$ cat config.mk
export PLATFORM = sky130hd
export DESIGN_NAME = bsg_link_ddr_downstream_ch
export DESIGN_NICKNAME = d
export VERILOG_FILES = /design/src/rtl/bsg_link_ddr_downstream_ch.sv
export SDC_FILE = /design/constraint.sdc
export NUM_CORES = 1
export LEC_CHECK = 0
export BUFFER_PORTS_ARGS = -buffer_cell sky130_fd_sc_hd__buf_4
export CAP_MARGIN = 20
export CELL_PAD_IN_SITES_DETAIL_PLACEMENT = 1
export CELL_PAD_IN_SITES_GLOBAL_PLACEMENT = 1
export CORE_MARGIN = 3
export CORE_UTILIZATION = 34
export CTS_CLUSTER_SIZE = 30
export DETAILED_ROUTE_END_ITERATION = 8
export HOLD_SLACK_MARGIN = 0.15
export PLACE_DENSITY = 0.57
export SLEW_MARGIN = 20
export SYNTH_ARGS = -nofsm -noshare
export SYNTH_HDL_FRONTEND = slang
export SYNTH_SLANG_ARGS = --single-unit
$ cat constraint.sdc
create_clock -name clk -period 8.66 [get_ports clk]
set_input_delay 0.433 -clock clk [delete_from_list [all_inputs] [get_ports clk]]
set_output_delay 0.433 -clock clk [all_outputs]
set_load 0.02 [all_outputs]
$ cat src/rtl/bsg_link_ddr_downstream_ch.sv
// Downstream channel of a DDR link: assembles io beats into core words, buffers
// them in a credit-sized FIFO and returns one toggle token per TOKEN_DECIM pops.
module bsg_link_ddr_downstream_ch #(
    parameter int IO_W        = 16,
    parameter int BEATS       = 2,
    parameter int FIFO_DEPTH  = 8,
    parameter int TOKEN_DECIM = 2
) (
    input  logic                  clk,
    input  logic                  rst,
    input  logic                  io_valid_i,
    input  logic [IO_W-1:0]       io_data_i,
    output logic                  core_valid_o,
    output logic [IO_W*BEATS-1:0] core_data_o,
    input  logic                  core_yumi_i,
    output logic                  token_o,
    output logic                  overflow_o
);

    localparam int CW     = IO_W * BEATS;
    localparam int PTR_W  = $clog2(FIFO_DEPTH);
    localparam int CNT_W  = $clog2(FIFO_DEPTH + 1);
    localparam int BEAT_W = (BEATS > 1) ? $clog2(BEATS) : 1;
    localparam int DEC_W  = (TOKEN_DECIM > 1) ? $clog2(TOKEN_DECIM) : 1;

    logic [BEAT_W-1:0] beat_cnt;
    logic [IO_W-1:0]   slot_r [BEATS];
    logic [CW-1:0]     word_in;
    logic              last_beat;

    logic [CW-1:0]     mem [FIFO_DEPTH];
    logic [PTR_W-1:0]  wr_ptr;
    logic [PTR_W-1:0]  rd_ptr;
    logic [CNT_W-1:0]  count;
    logic [DEC_W-1:0]  dec_cnt;

    logic push, pop, full, do_write, dec_wrap;

    assign last_beat = (beat_cnt == BEAT_W'(BEATS - 1));
    assign push      = !rst && io_valid_i && last_beat;
    assign pop       = !rst && core_yumi_i && (count != '0);
    assign full      = (count == CNT_W'(FIFO_DEPTH));
    // A full FIFO still accepts a word when the head leaves in the same cycle.
    assign do_write  = push && (!full || pop);
    assign dec_wrap  = (dec_cnt == DEC_W'(TOKEN_DECIM - 1));

    // Completed word: the arriving beat on top, earlier beats from the slots.
    always_comb begin
        word_in = '0;
        for (int i = 0; i < BEATS - 1; i++) begin
            word_in[i*IO_W +: IO_W] = slot_r[i];
        end
        word_in[(BEATS-1)*IO_W +: IO_W] = io_data_i;
    end

    always_ff @(posedge clk) begin
        if (rst) begin
            beat_cnt <= '0;
        end else if (io_valid_i) begin
            beat_cnt <= last_beat ? '0 : beat_cnt + BEAT_W'(1);
        end
    end

    always_ff @(posedge clk) begin
        if (!rst && io_valid_i) begin
            slot_r[beat_cnt] <= io_data_i;
        end
    end

    always_ff @(posedge clk) begin
        if (do_write) begin
            mem[wr_ptr] <= word_in;
        end
    end

    always_ff @(posedge clk) begin
        if (rst) begin
            wr_ptr     <= '0;
            rd_ptr     <= '0;
            count      <= '0;
            overflow_o <= 1'b0;
        end else begin
            if (do_write) begin
                wr_ptr <= wr_ptr + PTR_W'(1);
            end
            if (pop) begin
                rd_ptr <= rd_ptr + PTR_W'(1);
            end
            if (do_write && !pop) begin
                count <= count + CNT_W'(1);
            end else if (pop && !do_write) begin
                count <= count - CNT_W'(1);
            end
            if (push && !do_write) begin
                overflow_o <= 1'b1;
            end
        end
    end

    always_ff @(posedge clk) begin
        if (rst) begin
            dec_cnt <= '0;
            token_o <= 1'b0;
        end else if (pop) begin
            dec_cnt <= dec_wrap ? '0 : dec_cnt + DEC_W'(1);
            if (dec_wrap) begin
                token_o <= ~token_o;
            end
        end
    end

    assign core_valid_o = (count != '0);
    assign core_data_o  = mem[rd_ptr];

endmodule

==> qor.csv, run 1 <==
stage,metric,value,unit
outcome,outcome,"complete, no violations",
synthesis,sequential share of the synthesized area,0.7705,
synthesis,most common cell in the synthesized netlist,edfxtp_1,
cells_and_area,fillers,2954,
power,Pleak,4.190,nW
setup_path,WP buf/inv,2,
clocking,post-CTS sizing,0,
power,pwr/cell area,245.2,nW/um^2
sta,final setup fails,0,
synthesis,mux cell area share after synthesis,0.1764,
global_route,largest net degree at the start of global routing,65,
synthesis,Synth cell types,34,
synthesis,Synth Warn #,0,
synthesis,Syn Nets,503,
min_path,"Endpoint, Worst Hold",mem[5][20],
global_route,GRT overflow,0,
synthesis,xor and xnor area share after synthesis,0.007025,
min_path,Hold Startpoint,io_data_i[4],
clocking,clock slew at reported path FFs,0.06,ns
sta,Max Clk Rate,287.8,MHz
clocking,htree depth,1,
global_route,number of global-route vias before repair,5464,
clocking,CTS tree,yes,
clocking,CTS root buf,clkbuf_16,
setup_path,CP dominant cell by count,buf_4,
synthesis,"Avg Cell Area, Syn",23.15,sq um
floorplanning,core box area,31800,sq um
synthesis,main combinational cell family by area after synthesis,multiplexers,
drt,Vias,4913,
synthesis,Post-synth top cells,"edfxtp_1 (272), mux4_2 (36), mux2_2 (33)",
cells_and_area,Antenna diodes,0,
synthesis,Syn Inst Count,477,
clocking,post-CTS setup buffer count,0,
global_route,initial antenna violation count,0,
sta,Period minus WS final,3.475,ns
floorplanning,FP Rows,65,
global_route,global-route wire length before repair,33000,um
setup_path,slowest CP cell,buf_4,
sta,clock skew,0.007700,ns
setup_path,Worst R2R Setup Slack,5.82,ns
synthesis,Synth area leaders,"edfxtp_1 (74%), mux4_2 (7.3%), mux4_1 (6.7%)",
clocking,clock buffer depth,3,
floorplanning,Die ar.,34670,sq um
clocking,total CTS buffers,30,
clocking,worst skew pair latency,0.53,ns
min_path,min-delay worst type,in2reg,
setup_path,required time of the critical path,8.23,ns
setup_path,critical path endpoint category,primary output,
cells_and_area,Nets,594,
sta,relative slew slack,0.3857,
min_path,Hold Crit Depth,1,
synthesis,Post-Syn Area,11040,sq um
synthesis,Synth Register Bits,289,
floorplanning,Vert. Die Dim,186.2,um
synthesis,Post-synth EDFFs,272,
setup_path,worst reg2reg startpoint,count[0],
sta,Final TNS setup,0,ns
setup_path,Crit path largest cell delay,0.69,ns
drt,Final ANT Viol Nets,0,
sta,final hold violation count,0,
setup_path,Setup crit start kind,flop,
cells_and_area,share of cells above drive strength 1,0.3328,
power,power consumption,0.003233,W
synthesis,post-synthesis compound-gate area fraction,0.003739,
setup_path,crit path max fanout,39,
placement,Final HPWL DP,11470,um
synthesis,ys flop type,edfxtp_1,
drt,DR WL/cell,21.12,um
floorplanning,initial core utilization,0.3472,
floorplanning,die boundary width,186.2,um
placement,Port-buffer cells,54,
setup_path,top cell family by delay on the critical path,multiplexers,
drt,drt first pass iters,4,
cells_and_area,synth-to-layout area growth,19.41,%
synthesis,share of the synthesized area in the top cell type,0.7397,
sta,Final Max Slew Viols,0,
synthesis,simple logic cell fraction of the synthesized area,0.02062,
drt,vias per cell,4.784,
sta,Worst Tran Pin Value,0.9215,ns
setup_path,Crit Path Category,reg2out,
floorplanning,IO Pins,55,
global_route,all-layer global routing usage,0.1265,
setup_path,worst reg2reg endpoint,count[3],
drt,DR iter-0 viols,334,
power,VDD IR max,0.1503,mV
sta,Tcrit/Tclk final,0.4013,
drt,routed wire length,21690,um
synthesis,biggest area consumer among synthesized cells,edfxtp_1,
synthesis,"Async S/R FF share, synth",0,
setup_path,FF-to-FF path depth,10,
placement,GPL Wtd Cong,0.6853,
setup_path,crit path DAT,3.04,ns
synthesis,adder-cell share of the synthesized area,0.007479,
clocking,CTS sink cnt,289,
drt,drt drc,0,
job,max_cap viols,0,
setup_path,crit-path cells,"buf_4, mux4_1, mux2_2, buf_4",
sta,RSZ-0062 raised after global routing,false,
[layout make-up]
cell class	count	area, sq um	area share
flip-flops and latches	289	8514	0.6458
multi-input cells	163	2427	0.1841
clock buffers	35	790.8	0.05997
repair buffers	82	655.6	0.04972
well taps	435	544.3	0.04128
clock inverters	21	245.2	0.01860
inverters	2	7.507	0.0005694
[worst max path at each step]
stage | startpoint | end | slack (ns) | cells past startpoint
finish | flop | core_data_o[24] | 5.19 | 4
global route | flop | core_data_o[6] | 4.95 | 4
floorplan | rst | mem[2][0] | 4.55 | 5
CTS | flop | core_data_o[6] | 5.06 | 4
detailed placement | flop | core_data_o[6] | 5.64 | 4
global placement | flop | core_data_o[6] | 5.65 | 4
[repair_timing]
item	in CTS	in global routing
hold buffers	16	0
hold endpoints to repair	136	0
endpoints found under the setup margin	0	0
[through the flow]
stage / worst slack [ns] / hold slack (ns) / utilization / cells / instance area [sq um]
finish: 5.185 / 0.1892 / 0.4146 / 1027 / 13190
global route: 4.947 / 0.1687 / 0.4146 / 1027 / 13190
CTS: 5.056 / 0.1654 / 0.4146 / 1027 / 13190
detailed placement: 5.643 / 0.4758 / 0.3770 / 955 / 11990
global placement: 5.654 / 0.4611 / 0.3770 / 955 / 11990
floorplan: 4.552 / 0.4560 / - / 477 / 11040
[cell usage in the layout, fill, tap and decap left out, types with 2 or more instances in the layout]
master,netlist,layout
edfxtp_1,272,272
buf_4,0,66
mux4_2,36,36
mux2_2,33,33
clkbuf_16,0,31
mux4_1,28,28
nor2_1,18,16
dlygate4sd3_1,0,16
dfxtp_1,17,14
clkinv_1,0,7
nor3b_2,0,5
ha_1,5,5
bufinv_16,0,5
xnor2_1,4,4
clkinvlp_4,0,4
clkbuf_1,3,4
nand2b_1,3,3
nand2_1,3,3
mux2i_1,3,3
xor2_1,3,3
nand3_1,3,3
nor2b_1,2,2
inv_1,2,2
nor2_4,0,2
nor3_2,0,2
a21oi_1,2,2
dfxtp_2,0,2
clkinv_2,0,2
[state kept, by name, indices dropped and copies added (netlist names), named ones only]
name	count
dec_cnt	1
overflow_o	1
wr_ptr	3
mem	256
slot_r	16
rd_ptr	3
token_o	1
beat_cnt	1
count	4
[metal layers]
layer | global-route usage | part of all wire | vias to the layer above
met1 | 0.1667 | 0.44 | 2644
li1 | - | - | 2184
met5 | 0 | 0 | -
met3 | 0.01692 | 0.027 | 21
met2 | 0.2253 | 0.51 | 64
met4 | 0.02830 | 0.014 | 0
[where the power goes]
part / internal [W] / switching [W] / total [W]
sequential: 0.00155 / 0.0000328 / 0.00158
combinational: 0.000180 / 0.000157 / 0.000336
clock: 0.000804 / 0.000514 / 0.00132
total: 0.00253 / 0.000703 / 0.00323
[logic make-up (layout without fill, tap and decap cells)]
kind of cell / Yosys count / after routing
simple gates: 43 / 43
compound gates: 6 / 6
buf+inv: 25 / 140
fa+ha+maj: 6 / 6
xor+xnor: 8 / 8
flops: 289 / 289
mux: 100 / 100
Power figures use the tool's default switching activity.
==> run 2: changes to the inputs <==
==> constraint.sdc (replaced) <==
create_clock -name clk -period 3.3 [get_ports clk]
set_input_delay 0.165 -clock clk [delete_from_list [all_inputs] [get_ports clk]]
set_output_delay 0.165 -clock clk [all_outputs]
set_load 0.02 [all_outputs]
==> qor.csv, run 2 (synthesis gave the netlist of run 1 again) <==
stage,metric,value,unit,change
cells_and_area,Largest register FFs,256,,unchanged
global_route,all-layer global routing usage,0.1329,,+0.006376
global_route,initial antenna violation count,0,,unchanged
setup_path,slowest CP cell,or4_4,,
drt,Final ANT Viol Nets,0,,unchanged
drt,DR WL/cell,21.74,um,+2.9%
placement,GPL Wtd Cong,0.6832,,-0.31%
clocking,clock slew at reported path FFs,0.06,ns,about the same
setup_path,critical path endpoint category,flop,,
power,Pleak,4.172,nW,-0.44%
setup_path,crit-path cells,"or4_4, and2_1, inv_1, ha_1, inv_1, ha_1, a21oi_1, a211oi_1, a31oi_1, mux2_2",,
sta,Worst Tran Pin Value,0.8679,ns,-0.05359 ns
cells_and_area,Antenna diodes,0,,unchanged
cells_and_area,synth-to-layout area growth,19.41,%,unchanged
floorplanning,die boundary width,186.2,um,unchanged
setup_path,crit path DAT,3.23,ns,+0.19 ns
clocking,worst skew pair latency,0.55,ns,+0.02 ns
floorplanning,IO Pins,55,,unchanged
floorplanning,initial core utilization,0.3472,,unchanged
sta,post-route setup slack,0.4839,ns,-4.701 ns
clocking,CTS sink cnt,289,,unchanged
setup_path,Setup crit start kind,flop,,
clocking,CTS tree,yes,,
sta,Period minus WS final,2.816,ns,
cells_and_area,fillers,3003,,+1.7%
global_route,largest net degree at the start of global routing,41,,-37%
clocking,clock buffer depth,3,,unchanged
clocking,post-CTS setup buffer count,0,,unchanged
setup_path,required time of the critical path,3.72,ns,-4.51 ns
setup_path,crit path max fanout,5,,-87%
placement,DP Cell Count,962,,+0.73%
power,VDD IR max,0.4132,mV,+170%
sta,Final TNS setup,0,ns,unchanged
sta,Final Max Slew Viols,0,,unchanged
drt,vias per cell,4.831,,+0.98%
min_path,min-delay worst type,in2reg,,
clocking,htree depth,1,,unchanged
floorplanning,Vert. Die Dim,186.2,um,unchanged
cells_and_area,share of cells above drive strength 1,0.3339,,+0.001120
sta,final hold violation count,0,,unchanged
clocking,CTS root buf,clkbuf_16,,
cells_and_area,"most common cell after layout, fill and taps aside",edfxtp_1,,
cells_and_area,Multi-input gate area,2465,sq um,+1.5%
global_route,global-route wire length before repair,34500,um,+4.6%
power,power consumption,0.008097,W,+150%
floorplanning,Die ar.,34670,sq um,unchanged
setup_path,Worst R2R Setup Slack,0.48,ns,-5.34 ns
floorplanning,FP Rows,65,,unchanged
sta,final setup fails,0,,unchanged
drt,DR iter-0 viols,308,,-7.8%
cells_and_area,FF/Latch Area,8517,sq um,about the same
placement,Port-buffer cells,54,,unchanged
sta,relative slew slack,0.4214,,+0.03573
placement,placed cell area,12110,sq um,+0.98%
cells_and_area,non-filler instance count after layout,1034,,+0.68%
placement,Final HPWL DP,12490,um,+8.9%
cells_and_area,Reg with most FFs,mem,,
sta,RSZ-0062 raised after global routing,false,,
placement,pre-CTS WS,0.4891,ns,-5.154 ns
cells_and_area,most frequent cells in the layout,"edfxtp_1 (272), buf_4 (71), mux4_2 (36), mux2_2 (33), clkbuf_16 (31)",,
drt,Vias,4995,,+1.7%
cells_and_area,fin area,13190,sq um,unchanged
setup_path,Crit Path Category,reg2reg,,
drt,routed wire length,22480,um,+3.6%
sta,Tcrit/Tclk final,0.8534,,
clocking,total CTS buffers,30,,unchanged
cells_and_area,Nets,604,,+1.7%
outcome,outcome,"complete, no violations",,
floorplanning,core box area,31800,sq um,unchanged
power,pwr/cell area,614.1,nW/um^2,+150%
cells_and_area,biggest regs,"mem x256, slot_r x16, count x4",,
sta,Max Clk Rate,355.1,MHz,
sta,clock skew,0.01897,ns,+0.01127 ns
setup_path,Crit path largest cell delay,0.56,ns,-0.13 ns
drt,drt first pass iters,4,,unchanged
global_route,GRT overflow,0,,unchanged
global_route,number of global-route vias before repair,5509,,+0.82%
drt,drt drc,0,,unchanged
job,max_cap viols,0,,unchanged
## run 2: power by group
group	leakage (nW)	total [W]	switching, W	internal [W]
clock network	0.423	0.00304	0.00132	0.00172
registers	2.59	0.00416	0.000104	0.00406
logic	1.16	0.000899	0.000407	0.000492
total	4.17	0.00810	0.00183	0.00626
## run 2: path summary, 6_finish.rpt
check / start / endpoint / cells past startpoint
setup / recovery: count[0] / count[3] / 10
hold / removal: core_yumi_i / token_o / 5
setup reg to reg: count[0] / count[3] / 10
hold reg to reg: rd_ptr[1] / flop / 2
## run 2: metrics by stage
stage,hold WS (ns),util
finish,0.1705,0.4146
global placement,0.4037,0.3807
detailed placement,0.4058,0.3807
CTS,0.1540,0.4146
global route,0.2089,0.4146
floorplan,0.2639,-
## run 2: repair_timing
action                    4_1_cts  5_1_grt
hold buffers                   19        0
hold endpoints to repair      161        0
resized for setup               0        0
## run 2: cell type report
cell class | instances | area share
Sequential cell | 289 | 0.6460
Multi-Input combinational cell | 163 | 0.1869
Clock buffer | 39 | 0.06111
Timing Repair Buffer | 92 | 0.05789
Tap cell | 435 | 0.04128
Clock inverter | 14 | 0.006263
Inverter | 2 | 0.0005694
## run 2: per-layer routing
metal,vias up,track usage,share of wire
met2,90,0.2269,0.50
met4,0,0.03187,0.015
met1,2667,0.1812,0.44
met5,-,0,0
met3,31,0.02042,0.041
li1,2207,-,-
## run 2: worst max-delay path: cells and delay by family (launching register included)
| kind | cells | cell delay, ns |
|---|---|---|
| AO/OA/AOI/OAI | 3 | 0.50 |
| multiplexers | 1 | 0.37 |
| buffers and inverters | 2 | 0.18 |
| adder cells (fa/ha/maj) | 2 | 0.50 |
| flip-flops | 1 | 0.37 |
| AND/OR/NAND/NOR | 2 | 0.79 |
